**src/rtl/fetch_sequencer_pkg.sv**
```systemverilog
// Shared constants for the fetch sequencer and the decode_op_imm decoder family:
// microcycle codes, trap cause codes and the NOP instruction encoding.
package fetch_sequencer_pkg;

  localparam logic [2:0] CYC_0 = 3'd0;
  localparam logic [2:0] CYC_1 = 3'd1;
  localparam logic [2:0] CYC_2 = 3'd2;
  localparam logic [2:0] CYC_3 = 3'd3;

  localparam logic [3:0] CAUSE_MISALIGN = 4'd0;
  localparam logic [3:0] CAUSE_ACCESS   = 4'd1;
  localparam logic [3:0] CAUSE_ILLEGAL  = 4'd2;

  // ADDI X0,X0,0
  localparam logic [31:0] IR_NOP = 32'h0000_0013;

endpackage

```
**src/rtl/fetch_pc_reg.sv**
```systemverilog
// Program counter: trap-vector load, jump load and +4 increment, in that
// priority, plus the word-misalignment flag used to raise fetch traps.
module fetch_pc_reg #(
  parameter logic [63:0] RESET_PC    = 64'h0000_0000_0000_0100,
  parameter logic [63:0] TRAP_VECTOR = 64'h0000_0000_0000_0000
) (
  input  logic        clk_i,
  input  logic        reset_i,
  input  logic        vec_i,
  input  logic        ld_i,
  input  logic [63:0] ld_dat_i,
  input  logic        inc_i,
  output logic [63:0] pc_o,
  output logic        misalign_o
);

  always_ff @(posedge clk_i or posedge reset_i) begin
    if (reset_i)     pc_o <= RESET_PC;
    else if (vec_i)  pc_o <= TRAP_VECTOR;
    else if (ld_i)   pc_o <= ld_dat_i;
    else if (inc_i)  pc_o <= pc_o + 64'd4;
  end

  assign misalign_o = (pc_o[1:0] != 2'b00);

endmodule

```
**src/rtl/fetch_sequencer.sv**
```systemverilog
// Instruction fetch master, IR/IPC and microcycle register feeding the decoders,
// with illegal-instruction and misaligned-fetch traps. FETCH_BUSERR_EN adds
// the fetch access-fault trap on ierr_i.
module fetch_sequencer
  import fetch_sequencer_pkg::*;
#(
  parameter logic [63:0] RESET_PC    = 64'h0000_0000_0000_0100,
  parameter logic [63:0] TRAP_VECTOR = 64'h0000_0000_0000_0000,
  parameter logic [31:0] NOP_IR      = IR_NOP
) (
  input  logic        clk_i,
  input  logic        reset_i,
  output logic [63:0] iadr_o,
  output logic        icyc_o,
  output logic        istb_o,
  input  logic        iack_i,
  input  logic [31:0] idat_i,
  input  logic        ierr_i,
  output logic [31:0] ir_o,
  output logic [2:0]  cstate_o,
  input  logic [2:0]  nstate_i,
  input  logic        ir_dat_irl_i,
  input  logic        defined_i,
  input  logic        pc_ld_i,
  input  logic [63:0] pc_dat_i,
  output logic        ack_o,
  output logic        trap_o,
  output logic [63:0] epc_o,
  output logic [3:0]  cause_o,
  output logic [63:0] ipc_o
);

  logic [63:0] pc;
  logic        misalign_pc;
  logic        illegal;
  logic        misalign;
  logic        fetch_req;
  logic        fetch_done;
  logic        stall;
  logic        buserr;

  fetch_pc_reg #(
    .RESET_PC    (RESET_PC),
    .TRAP_VECTOR (TRAP_VECTOR)
  ) u_pc (
    .clk_i      (clk_i),
    .reset_i    (reset_i),
    .vec_i      (trap_o),
    .ld_i       (pc_ld_i && !stall),
    .ld_dat_i   (pc_dat_i),
    .inc_i      (fetch_done),
    .pc_o       (pc),
    .misalign_o (misalign_pc)
  );

  assign illegal   = !defined_i;
  assign misalign  = ir_dat_irl_i && misalign_pc && !illegal;
  assign fetch_req = ir_dat_irl_i && !misalign_pc && !illegal;

`ifdef FETCH_BUSERR_EN
  assign buserr = fetch_req && ierr_i;
`else
  logic unused_ierr;
  assign unused_ierr = ierr_i;
  assign buserr      = 1'b0;
`endif

  assign trap_o     = illegal || misalign || buserr;
  assign fetch_done = fetch_req && iack_i && !buserr;
  assign stall      = fetch_req && !iack_i && !buserr;

  // Fetch handshake: icyc_o/istb_o stay high from the request until the cycle
  // iack_i (or ierr_i) is sampled high; idat_i is taken only in that cycle, and
  // decoders see the same completion on ack_o so they advance in lockstep.
  assign iadr_o = pc;
  assign icyc_o = fetch_req && !reset_i;
  assign istb_o = fetch_req && !reset_i;
  assign ack_o  = fetch_req ? iack_i : 1'b1;

  always_ff @(posedge clk_i or posedge reset_i) begin
    if (reset_i) begin
      ir_o     <= NOP_IR;
      ipc_o    <= RESET_PC;
      cstate_o <= CYC_3;
      epc_o    <= 64'd0;
      cause_o  <= CAUSE_MISALIGN;
    end else if (illegal) begin
      epc_o    <= ipc_o;
      cause_o  <= CAUSE_ILLEGAL;
      ir_o     <= NOP_IR;
      cstate_o <= CYC_3;
    end else if (misalign) begin
      epc_o    <= pc;
      cause_o  <= CAUSE_MISALIGN;
      ir_o     <= NOP_IR;
      cstate_o <= CYC_3;
    end else if (buserr) begin
      // IR keeps the previous word; cycle 3 re-requests a fetch from the vector.
      epc_o    <= pc;
      cause_o  <= CAUSE_ACCESS;
      cstate_o <= CYC_3;
    end else if (fetch_done) begin
      ir_o     <= idat_i;
      ipc_o    <= pc;
      cstate_o <= nstate_i;
    end else if (!stall) begin
      cstate_o <= nstate_i;
    end
  end

endmodule

```
**config.mk**
```make
export PLATFORM = sky130hd
export DESIGN_NAME = fetch_sequencer
export DESIGN_NICKNAME = d
export VERILOG_FILES = /design/src/rtl/fetch_sequencer_pkg.sv /design/src/rtl/fetch_pc_reg.sv /design/src/rtl/fetch_sequencer.sv
export SDC_FILE = /design/constraint.sdc
export NUM_CORES = 1
export LEC_CHECK = 0
export CAP_MARGIN = 20
export CORE_ASPECT_RATIO = 1.1
export CORE_MARGIN = 1
export CORE_UTILIZATION = 44
export CTS_CLUSTER_DIAMETER = 120
export DETAILED_ROUTE_END_ITERATION = 16
export GPL_TIMING_DRIVEN = 0
export PLACE_DENSITY = 0.82
export SYNTH_ARGS = -nofsm -noshare
export SYNTH_HDL_FRONTEND = slang
export SYNTH_SLANG_ARGS = --single-unit
```
**constraint.sdc**
```tcl
create_clock -name clk_i -period 19.4 [get_ports clk_i]
set_input_delay 5.82 -clock clk_i [delete_from_list [all_inputs] [get_ports clk_i]]
set_output_delay 5.82 -clock clk_i [all_outputs]
set_load 0.005 [all_outputs]
```
==> impl_metrics.py <==
metrics = {
    "run_status": {
        "status": "complete, no violations",
    },
    "synth": {
        "yosys.area.top_type_share": 0.5113,
        "synth_area_per_cell_um2": 9.447,
        "synth.largest_area_cell": "dfrtp_1",
        "synthArstFlopShare": 1.000,
        "synthCells": 1145,
        "ys_ff_latch": 228,
        "ys.flop_type": "dfrtp_1",
        "ys_seq_area_frac": 0.5283,
        "ys_warn_count": 0,
        "synth-edff-count": 0,
        "synthDistinctLibCells": 67,
        "syn_area_um2": 10820,
        "synth_area_leaders": "dfrtp_1 51%, nand2_1 8.6%, mux2i_1 5.6%",
    },
    "die": {
        "die_area_um2": 25210,
        "die_x_um": 151.5,
        "core_area_um2": 23920,
        "start_util": 0.4522,
        "rows": 59,
        "dieHeight_um": 166.4,
        "io_pins": 341,
    },
    "pwr": {
        "clkPwrFrac": 0.378,
        "swShare": 0.2676,
        "ir_drop_uv": 77.67,
        "power_frac_seq": 0.436,
        "p_per_area_nw_per_um2": 84.23,
        "total_power_mw": 1.299,
        "power_leakage_nw": 6.942,
        "pwr-share-comb": 0.187,
        "p_int_uw": 951.2,
        "p_sw_uw": 347.5,
    },
    "placement": {
        "hpwl_um": 27070,
        "io_buffers": 333,
        "dpl-instance-area_um2": 14570,
        "gp_congestion": 0.9252,
        "pre_cts_ws_ns": 5.624,
    },
    "worst_setup_path": {
        "cp.arrival_ns": 7.97,
        "cp_cell_sequence": "buf_2 > o21ai_1 > and2_0 > inv_1 > clkbuf_1 > clkdlybuf4s50_1",
        "cp-start-kind": "input pin",
        "max_stage_delay_ns": 0.61,
        "cp_slowest_cell": "clkdlybuf4s50_1",
        "critPathCaptureType": "primary output",
        "reg2reg_depth": 7,
        "required_ns": 13.58,
        "crit_fanout": 10,
        "worstSetupPathType": "input pin to primary output",
    },
    "sta": {
        "worst_pin_slew_ns": 0.8756,
        "slew_headroom": 0.4124,
        "setup_viol": 0,
        "fin_ws_ns": 5.609,
        "finalCriticalPeriod_ns": 13.79,
        "rsz0062_at_grt": "false",
        "slew_violations": 0,
        "final.setup_skew_ns": 0.01553,
        "whs_ns": 0.4770,
        "hold_viol_final": 0,
        "fin_tns_setup_ns": 0,
        "timing.fmax_mhz": 72.51,
        "fin_crit_sh": 0.7109,
    },
    "cells_and_area": {
        "final_area_um2": 15420,
        "nets": 1614,
        "layout_commonest_cell": "clkdlybuf4s50_1",
        "fill_cells": 1937,
        "areaGrowthSynthToFinish_pct": 42.54,
        "layout_common_cells": "333 x clkdlybuf4s50_1, 247 x nand2_1, 221 x dfrtp_1, 104 x nor2_1, 99 x a21oi_1",
        "drive_above_1_share": 0.05967,
    },
    "detailed_routing": {
        "drt_first_iter_violations": 777,
        "ant_nets": 0,
        "wl_um": 37440,
        "dr.pass1.iters": 5,
        "num_vias": 10387,
        "avgRoutedWirePerCell_um": 20.45,
        "routed_via_density": 5.673,
        "drc_errors": 0,
    },
    "global_route": {
        "grt_max_degree": 118,
        "grt_antenna_before_repair": 2,
        "grt_pass1_wl_um": 58060,
        "grt_overflow_total": 0,
        "grt_pass1_vias": 10232,
        "grt_usage": 0.2966,
    },
    "worst_hold_path": {
        "min_path_type": "register to register",
        "min_path_cells": 2,
    },
    "clock_network": {
        "cts_root_buf": "clkbuf_16",
        "cts.sinks": 228,
        "cts_tree": "done",
        "worstSkewPairLatency_ns": 0.52,
        "path_clk_slew_ns": 0.06,
        "ctsResizeCount": 0,
        "cts_max_level": 1,
        "post_cts_buffers": 0,
        "hold_buffers": 0,
        "cts-buffers-inserted": 24,
        "cts_buffer_depth": 3,
    },
    "flow_run": {
        "maxCapViolCount": 0,
    },
}
## stage by stage
| stage | utilization | instances |
|---|---|---|
| after floorplan | - | 1147 |
| after global placement | 0.6079 | 1785 |
| after detailed placement | 0.6093 | 1786 |
| after CTS | 0.6445 | 1830 |
| after global routing | 0.6446 | 1831 |
| final | 0.6446 | 1831 |
## critical path: cells and delay by family
family | cells | cell delay, ns
AOI/OAI and AO/OA | 1 | 0.33
buffers and inverters | 4 | 1.38
and+or+nand+nor | 1 | 0.44
## synthesized netlist by cell type (4+ instances only)
| cell type | n |
|---|---|
| a211o_1 | 4 |
| a22oi_1 | 6 |
| and2_1 | 6 |
| a211oi_1 | 8 |
| buf_4 | 8 |
| or3_1 | 4 |
| buf_1 | 4 |
| buf_6 | 4 |
| and3_1 | 9 |
| nand4_1 | 17 |
| nor4_1 | 8 |
| a21oi_1 | 99 |
| buf_2 | 7 |
| nor3_1 | 11 |
| and4_2 | 4 |
| xor2_1 | 15 |
| nand3_1 | 28 |
| inv_1 | 10 |
| a31oi_1 | 8 |
| nand2_1 | 247 |
| clkbuf_1 | 64 |
| o211ai_1 | 8 |
| xnor2_1 | 15 |
| o31ai_1 | 5 |
| o22a_1 | 5 |
| mux2i_1 | 60 |
| dfrtp_1 | 221 |
| a22o_1 | 33 |
| nor2_1 | 104 |
| dfstp_2 | 7 |
| o21ai_0 | 55 |
| a21boi_0 | 4 |
| o311ai_0 | 5 |
## worst paths after layout
check                             start       endpoint  slack [ns]
max                        ir_dat_irl_i         trap_o        5.61
min                            ipc_o[8]       ipc_o[8]        0.48
max reg2reg                u_pc.pc_o[0]       ir_o[10]       16.19
min reg2reg                    ipc_o[8]       ipc_o[8]        0.48
max in group asynchronous       reset_i      ipc_o[55]       12.50
min in group asynchronous       reset_i  u_pc.pc_o[10]        5.87
## final cells by class
cell class	instances	area, um^2	area share
flip-flops and latches	228	5714	0.3706
multi-input cells	820	4656	0.3020
repair buffers	334	3361	0.2180
clock buffers	32	701.9	0.04552
plain buffers	89	416.7	0.02702
well taps	305	381.6	0.02475
clock inverters	12	140.1	0.009089
inverters	10	45.04	0.002921
diodes	1	2.502	0.0001623
## sequential cells by signal, indices dropped and copies added, names as in the netlist
signal,count
ipc_o,64
epc_o,64
cstate_o,3
u_pc.pc_o,64
ir_o,32
cause_o,1
## power groups by stage
stage / clock network (mW) / logic, mW / registers (mW)
floorplan: 0 / 0.0916 / 0.567
global placement: 0 / 0.236 / 0.572
detailed placement: 0 / 0.242 / 0.573
CTS: 0.495 / 0.244 / 0.565
global route: 0.515 / 0.263 / 0.571
finish: 0.490 / 0.242 / 0.566
## cell families after synthesis
family                     count (synthesis)  synth area share
xor gates and xnor gates                  30           0.02429
DFF                                      228            0.5283
other                                      1         0.0003467
muxes                                     61           0.05656
AOI/OAI and AO/OA                        259            0.1499
and+or+nand+nor                          466            0.1975
buffers and inverters                     99           0.04199
adders and majority gates                  1          0.001157
## per-layer routing
layer | share of wire | wire, um | GRT usage
met1 | 0.40 | 14800 | 0.3892
met2 | 0.49 | 18360 | 0.4894
met3 | 0.081 | 3023 | 0.05342
met4 | 0.033 | 1243 | 0.1037
met5 | 0.00027 | 10 | 0
(Power assumes the default switching activity.)
